===== src/rtl/ahb_bus_matrix_output_stage_rr.sv =====
// Slave-side output stage of the AHB bus matrix: round-robin arbitration
// between two matrix input ports with burst hold and grant parking, plus the
// address-phase and data-phase multiplexers onto a single slave port.
module ahb_bus_matrix_output_stage_rr #(
  parameter int unsigned AW        = 32,
  parameter int unsigned DW        = 32,
  parameter int unsigned RST_GRANT = 0
) (
  input  logic          HCLK,
  input  logic          HRESETn,
  // Input stage 0
  input  logic          sel_op0,
  input  logic [AW-1:0] addr_op0,
  input  logic [1:0]    trans_op0,
  input  logic          write_op0,
  input  logic [2:0]    size_op0,
  input  logic [2:0]    burst_op0,
  input  logic [3:0]    prot_op0,
  input  logic [DW-1:0] wdata_op0,
  // Input stage 1
  input  logic          sel_op1,
  input  logic [AW-1:0] addr_op1,
  input  logic [1:0]    trans_op1,
  input  logic          write_op1,
  input  logic [2:0]    size_op1,
  input  logic [2:0]    burst_op1,
  input  logic [3:0]    prot_op1,
  input  logic [DW-1:0] wdata_op1,
  // Grant feedback to the decoders
  output logic          active_op0,
  output logic          active_op1,
  // Slave port MI
  output logic          HSELM,
  output logic [AW-1:0] HADDRM,
  output logic [1:0]    HTRANSM,
  output logic          HWRITEM,
  output logic [2:0]    HSIZEM,
  output logic [2:0]    HBURSTM,
  output logic [3:0]    HPROTM,
  output logic [DW-1:0] HWDATAM,
  output logic          HREADYMUXM,
  input  logic          HREADYOUTM
);

  localparam logic [1:0] TransIdle = 2'b00;
  localparam logic [1:0] TransBusy = 2'b01;
  localparam logic [1:0] TransSeq  = 2'b11;

  // Address-phase owner and data-phase owner
  logic grant_q, grant_d;
  logic data_port_q;

  logic       req0, req1;
  logic       grant_sel;
  logic [1:0] grant_trans;
  logic       hold;

  // Request and burst-hold decode
  always_comb begin
    req0        = sel_op0 & trans_op0[1];
    req1        = sel_op1 & trans_op1[1];
    grant_sel   = grant_q ? sel_op1 : sel_op0;
    grant_trans = grant_q ? trans_op1 : trans_op0;
    // SEQ/BUSY from the current owner keeps the burst together
    hold        = grant_sel & ((grant_trans == TransSeq) | (grant_trans == TransBusy));
  end

  // Next-grant: hold, then round-robin on contention, then single requester, else park
  always_comb begin
    grant_d = grant_q;
    if (hold) begin
      grant_d = grant_q;
    end else if (req0 && req1) begin
      grant_d = ~grant_q;
    end else if (req0) begin
      grant_d = 1'b0;
    end else if (req1) begin
      grant_d = 1'b1;
    end
  end

  // Ownership registers advance only on an accepted (ready) cycle
  always_ff @(posedge HCLK or negedge HRESETn) begin
    if (!HRESETn) begin
      grant_q     <= 1'(RST_GRANT);
      data_port_q <= 1'b0;
    end else if (HREADYOUTM) begin
      grant_q     <= grant_d;
      data_port_q <= grant_q;
    end
  end

  // Address-phase mux by grant; unselected owner presents IDLE
  always_comb begin
    HSELM   = grant_sel;
    HTRANSM = grant_sel ? grant_trans : TransIdle;
    if (grant_q) begin
      HADDRM  = addr_op1;
      HWRITEM = write_op1;
      HSIZEM  = size_op1;
      HBURSTM = burst_op1;
      HPROTM  = prot_op1;
    end else begin
      HADDRM  = addr_op0;
      HWRITEM = write_op0;
      HSIZEM  = size_op0;
      HBURSTM = burst_op0;
      HPROTM  = prot_op0;
    end
  end

  // Data-phase mux, ready pass-through and grant feedback
  always_comb begin
    HWDATAM    = data_port_q ? wdata_op1 : wdata_op0;
    HREADYMUXM = HREADYOUTM;
    active_op0 = ~grant_q & sel_op0;
    active_op1 = grant_q & sel_op1;
  end

endmodule


===== config.mk =====
export PLATFORM = sky130hd
export DESIGN_NAME = ahb_bus_matrix_output_stage_rr
export DESIGN_NICKNAME = d
export VERILOG_FILES = /design/src/rtl/ahb_bus_matrix_output_stage_rr.sv
export SDC_FILE = /design/constraint.sdc
export NUM_CORES = 1
export LEC_CHECK = 0
export ABC_AREA = 0
export CELL_PAD_IN_SITES_DETAIL_PLACEMENT = 0
export CELL_PAD_IN_SITES_GLOBAL_PLACEMENT = 1
export CORE_MARGIN = 1
export CORE_UTILIZATION = 11
export DETAILED_ROUTE_END_ITERATION = 8
export PLACE_DENSITY_LB_ADDON = 0.1
export SLEW_MARGIN = 30
export SYNTH_ARGS = -nofsm -noshare
export SYNTH_HDL_FRONTEND = slang
export SYNTH_SLANG_ARGS = --single-unit

===== constraint.sdc =====
create_clock -name HCLK -period 1.74 [get_ports HCLK]
set_input_delay 0.261 -clock HCLK [delete_from_list [all_inputs] [get_ports HCLK]]
set_output_delay 0.261 -clock HCLK [all_outputs]
set_load 0.1 [all_outputs]

==> results.tsv, run 1 <==
stage	metric	value	unit
outcome	outcome	completed	
die	die_area	10400	um^2
grt	grt_pass1_wl	9910	um
clocking	cts.sink_count	2	
finish	area_of_the_multi_input_gates	945	um^2
die	floorplan.rows	36	
die	die_w	102	um
finish	layout_commonest_cell	sky130_fd_sc_hd__clkdlybuf4s50_1	
route	wire_per_inst	15.8	um
power	power_density	1100	nW/um^2
clocking	cts_hold_buffers	0	
synth	mappedNetlistNets	261	
critical_path	critical_path.max_fanout	9	
route	detail_route.iter0.violations	19	
timing	maxSlewHeadroom	84.5	%
critical_path	r2r_cells	3	
finish	utilization	47.1	%
finish	post_route_cells_drive_above_1_share	50.7	%
timing	report.final.hold_viol_count	0	
grt	maximum_number_of_pins_on_one_net_before_global_route_repair	28	
die	placeableCoreArea	9730	um^2
finish	final_nets	505	
route	ant_nets	0	
place	placed_area	4430	um^2
place	pre_cts_slack	97.1	ps
clocking	worstSkewPairLatency	220	ps
timing	max_clk_rate	0.586	GHz
grt	grt_overflow	0	
timing	min_period_over_period	98.1	%
clocking	tritoncts_clock_tree	yes	
route	route.vias.total	1818	
critical_path	worstPathRequired	1480	ps
synth	synthDistinctLibCells	14	
finish	fin_area	4580	um^2
power	worst_ir_drop_vdd	0.000462	V
synth	seq_area_frac_synth	4.57	%
die	initial_core_util	11.3	%
critical_path	worst-setup-path-type	reg -> out	
synth	syn_std_cell_area	1090	um^2
clocking	cts_made_buffers	3	
critical_path	critical_path_arrival	1450	ps
clocking	clockRootBuffer	sky130_fd_sc_hd__clkbuf_8	
finish	layout.area.seq	51.3	um^2
die	die_height	102	um
synth	synthesis.instances	102	
place	hpwl	6660	um
timing	setup_viol	0	
run	cap_violations	0	
hold_path	timing.hold.worst.class	in -> async	
clocking	clkTransAtPathRegs	30	ps
finish	area_growth_syn_to_layout	319	%
route	vias_per_cell	3.80	
route	drt-pass1-iter-count	4	
power	leakage_power	1.85	nW
place	buffer_ports.inserted	239	
timing	min_clock_period_post_route	1710	ps
timing	worst_slack	32.3	ps
clocking	clk_path_buf_depth	2	
timing	tightestPinTransition	230	ps
timing	skew	8.50	ps
grt	grt_pass1_vias	1827	
synth	synth-warning-count	0	
finish	num-fill-cells	922	
place	globalplace.congestion	0.709	
finish	antenna_cells	0	
die	io_pins	240	
route	drt_drc_violations_left	0	
critical_path	startpoint_type	register	
timing	final-max-slew-violation-count	0	
timing	grt_setup_unrepaired	no	
finish	final_cell_mix	sky130_fd_sc_hd__clkdlybuf4s50_1, sky130_fd_sc_hd__buf_12, sky130_fd_sc_hd__mux2_2	
grt	antenna_found_initial	0	
critical_path	setup.worst_path.end_class	output pin	
clocking	cts_htree_levels	1	
synth	postSynthRegisterBits	2	
route	total_routed_length	7570	um
grt	globalRouteTotalUtil	12.7	%
timing	hold_ws	214	ps
synth	postSynthAreaPerCell	10.7	um^2
-- metal layers --
layer,track usage (%),wire (um)
met5,0,0
met2,25.2,4140
met4,2.01,19
met3,3.45,853
met1,13.3,2560
-- kinds of logic after synthesis --
kind of cell,Yosys count,share of synthesized area (%)
AO/OA/AOI/OAI,3,1.37
buffers and inverters,11,10.4
flip-flops,2,4.57
multiplexers,77,79.1
AND/OR/NAND/NOR,9,4.57
-- critical path: stages, from the launching register on --
cell                      delay, ps
sky130_fd_sc_hd__dfrtp_2        400
sky130_fd_sc_hd__buf_12         150
sky130_fd_sc_hd__buf_12         130
sky130_fd_sc_hd__and2_4         140
sky130_fd_sc_hd__or2_4          240
sky130_fd_sc_hd__buf_12         160
-- flip-flops by register name, summed over array words and instances (netlist names) --
signal,cells
data_port_q,1
grant_q,1
-- power breakdown --
part           internal [mW]  switching (mW)  total (mW)
sequential            0.0581          0.0101      0.0682
combinational           1.92            2.84        4.77
clock                  0.156          0.0411       0.197
total                   2.14            2.90        5.03
-- final timing paths --
check	slack, ps	end	from
min in group HCLK	700	grant_q	trans_op1[1]
max reg2reg	650	data_port_q	grant_q
max	30	HSELM	grant_q
min reg2reg	760	data_port_q	data_port_q
min	210	grant_q	HRESETn
max in group asynchronous	1390	grant_q	HRESETn
-- per-stage QoR --
stage / cells / power, mW / TNS (ps)
global route: 478 / 5.17 / 0
CTS: 474 / 4.98 / 0
floorplan: 102 / 2.96 / -1000
detailed placement: 469 / 4.76 / 0
global placement: 469 / 4.76 / 0
finish: 478 / 5.03 / 0
-- cells in the mapped netlist (all sizes together) --
cell / count / area share, %
mux2i: 1 / 0.91
nand4: 1 / 0.57
mux2: 76 / 78
a21oi: 1 / 0.46
buf: 11 / 10
o21ai: 2 / 0.91
nand2: 2 / 0.69
nor2b: 1 / 0.57
and2: 1 / 0.80
nand3: 3 / 1.4
or2: 1 / 0.57
dfrtp: 2 / 4.6
-- final cells by class --
cell class | count | share of cell area, %
timing repair buffer | 250 | 73.6
multi-input combinational | 89 | 20.6
tap | 133 | 3.63
sequential | 2 | 1.12
clock buffer | 4 | 0.983
-- repair_timing --
item | CTS | global route
setup endpoints to repair | 9 | 35
setup buffers | 1 | 1
gates resized for setup | 0 | 4
cloned | 0 | 3
No activity file was read; power rests on OpenSTA's default activity.
==> run 2: changes to the inputs <==
GPL_ROUTABILITY_DRIVEN = 0   (was default)
GPL_TIMING_DRIVEN = 0   (was default)
==> run 2 against run 1 <==
Against the previous run:
- routed wire length decreased by 8.7%
- critical path depth down 1
- largest power group unchanged
- count of clock-buffer cells in the layout shrank 1
- global-route usage down 0.84 points
- non-clock buffer count unchanged
- sequential power shrank 11%
- die area stayed put
- worst setup slack gained 28 ps
- largest cell class unchanged
- clock skew decreased by 6.2 ps
- flip-flop and latch count stayed put
- utilization is 9.3 points lower
- final area shrank 20%
==> results.tsv, run 2 (synthesis results as in run 1) <==
stage	metric	value	unit
hold_path	timing.hold.worst.class	in -> async	
clocking	cts.sink_count	2	
critical_path	critical_path.max_fanout	10	
timing	setup_viol	0	
finish	antenna_cells	0	
timing	min_period_over_period	96.6	%
grt	antenna_found_initial	0	
critical_path	worstReg2RegEnd	data_port_q	
grt	maximum_number_of_pins_on_one_net_before_global_route_repair	11	
route	wire_per_inst	14.5	um
timing	report.final.hold_viol_count	0	
timing	grt_setup_unrepaired	yes	
grt	grt_overflow	0	
clocking	cts_made_buffers	3	
outcome	outcome	completed	
power	worst_ir_drop_vdd	0.000577	V
route	routed-wl-met3	825	um
critical_path	timing.critical_path.slowest_stage_cell	sky130_fd_sc_hd__mux2_2	
finish	area_of_the_multi_input_gates	941	um^2
die	die_area	10400	um^2
critical_path	worst_r2r_startpoint	data_port_q	
place	hpwl	6130	um
route	detail_route.wirelength.met1	2240	um
die	die_height	102	um
clocking	cts_htree_levels	1	
clocking	clockRootBuffer	sky130_fd_sc_hd__clkbuf_8	
route	vias_per_cell	3.85	
critical_path	worst-setup-path-type	reg -> out	
critical_path	worstPathRequired	1480	ps
die	floorplan.rows	36	
die	initial_core_util	11.3	%
route	route.vias.total	1836	
route	ant_nets	0	
clocking	clk_path_buf_depth	2	
critical_path	startpoint_type	register	
finish	largestRegisters	data_port_q (1), grant_q (1)	
timing	worst_slack	60.0	ps
grt	globalRouteTotalUtil	11.8	%
power	leakage_power	1.51	nW
critical_path	critical_path_arrival	1420	ps
critical_path	r2r_cells	3	
timing	setup_total_negative_slack	0	ps
route	top_signal_layer_used	met4	
clocking	clkTransAtPathRegs	30	ps
critical_path	setup.worst_path.end_class	output pin	
power	power_density	1130	nW/um^2
finish	num-fill-cells	1019	
critical_path	rrSetupSlack	710	ps
route	drt_drc_violations_left	0	
run	cap_violations	0	
finish	area_growth_syn_to_layout	236	%
die	io_pins	240	
die	placeableCoreArea	9730	um^2
clocking	worstSkewPairLatency	210	ps
timing	min_clock_period_post_route	1680	ps
route	wl_met2	3780	um
timing	skew	2.30	ps
grt	grt_pass1_wl	9250	um
critical_path	path_common_cell	sky130_fd_sc_hd__buf_4	
place	buffer_ports.inserted	239	
timing	tightestPinTransition	503	ps
grt	grt_pass1_vias	1806	
finish	final_nets	505	
finish	layout_commonest_cell	sky130_fd_sc_hd__clkdlybuf4s50_1	
die	die_w	102	um
clocking	post_cts.repair.setup_buffers	0	
critical_path	cp_slowest_stage_delay	350	ps
clocking	tritoncts_clock_tree	yes	
finish	final_cell_mix	sky130_fd_sc_hd__clkdlybuf4s50_1, sky130_fd_sc_hd__mux2_2, sky130_fd_sc_hd__buf_6	
finish	post_route_cells_drive_above_1_share	50.6	%
route	detail_route.iter0.violations	14	
timing	maxSlewHeadroom	66.7	%
timing	final-max-slew-violation-count	0	
timing	max_clk_rate	0.595	GHz
critical_path	crit_chain	buf_4 -> buf_6 -> mux2_2 -> buf_4	
finish	layout.area.seq	50.0	um^2
route	total_routed_length	6910	um
place	pre_cts_slack	-757	ps
route	drt-pass1-iter-count	6	
## run 2: worst max-delay path by stage
stage                     depth (start not counted)        start          end
after CTS                                         4      grant_q   HADDRM[10]
after global placement                            4      sel_op0        HSELM
after detailed placement                          4      sel_op1        HSELM
after floorplan                                   3      grant_q   HTRANSM[0]
after global routing                              4      grant_q   HADDRM[10]
final                                             4  data_port_q  HWDATAM[30]
## run 2: area by class of cell
type,count,share of cell area [%]
clock buffers,3,1.12
flip-flops and latches,2,1.36
multi-input cells,89,25.6
plain buffers,11,3.16
repair buffers,239,64.3
well taps,133,4.52
## run 2: power by group
| group | total (mW) | switching [mW] | internal (mW) |
|---|---|---|---|
| logic | 3.92 | 2.70 | 1.22 |
| clock network | 0.178 | 0.0324 | 0.146 |
| registers | 0.0605 | 0.00344 | 0.0571 |
## run 2: worst max-delay path: cells and delay by family, from the launching register on
family | cells | cell delay [ps]
buffers and inverters | 3 | 550
multiplexers | 1 | 350
flip-flops | 1 | 310
## run 2: timing repair
item	CTS	global route
resized for setup	479	53
setup endpoints to repair	81	53
hold buffers	0	0
## run 2: through the flow
| step | std cells | hold WS [ps] | total power, mW | util [%] | cell area, um^2 |
|---|---|---|---|---|---|
| floorplan | 102 | -34.6 | 2.96 | - | 1100 |
| global placement | 474 | 432 | 3.96 | 37.7 | 3660 |
| detailed placement | 474 | 433 | 3.95 | 37.7 | 3660 |
| CTS | 477 | 210 | 4.04 | 35.9 | 3490 |
| global route | 477 | 210 | 4.29 | 37.8 | 3680 |
| finish | 477 | 214 | 4.16 | 37.8 | 3680 |
## run 2: metal layers
layer | global-route usage (%) | up-vias
li1 | - | 864
met1 | 12.0 | 838
met2 | 23.9 | 128
met3 | 3.11 | 6
met4 | 2.34 | 0
met5 | 0 | -
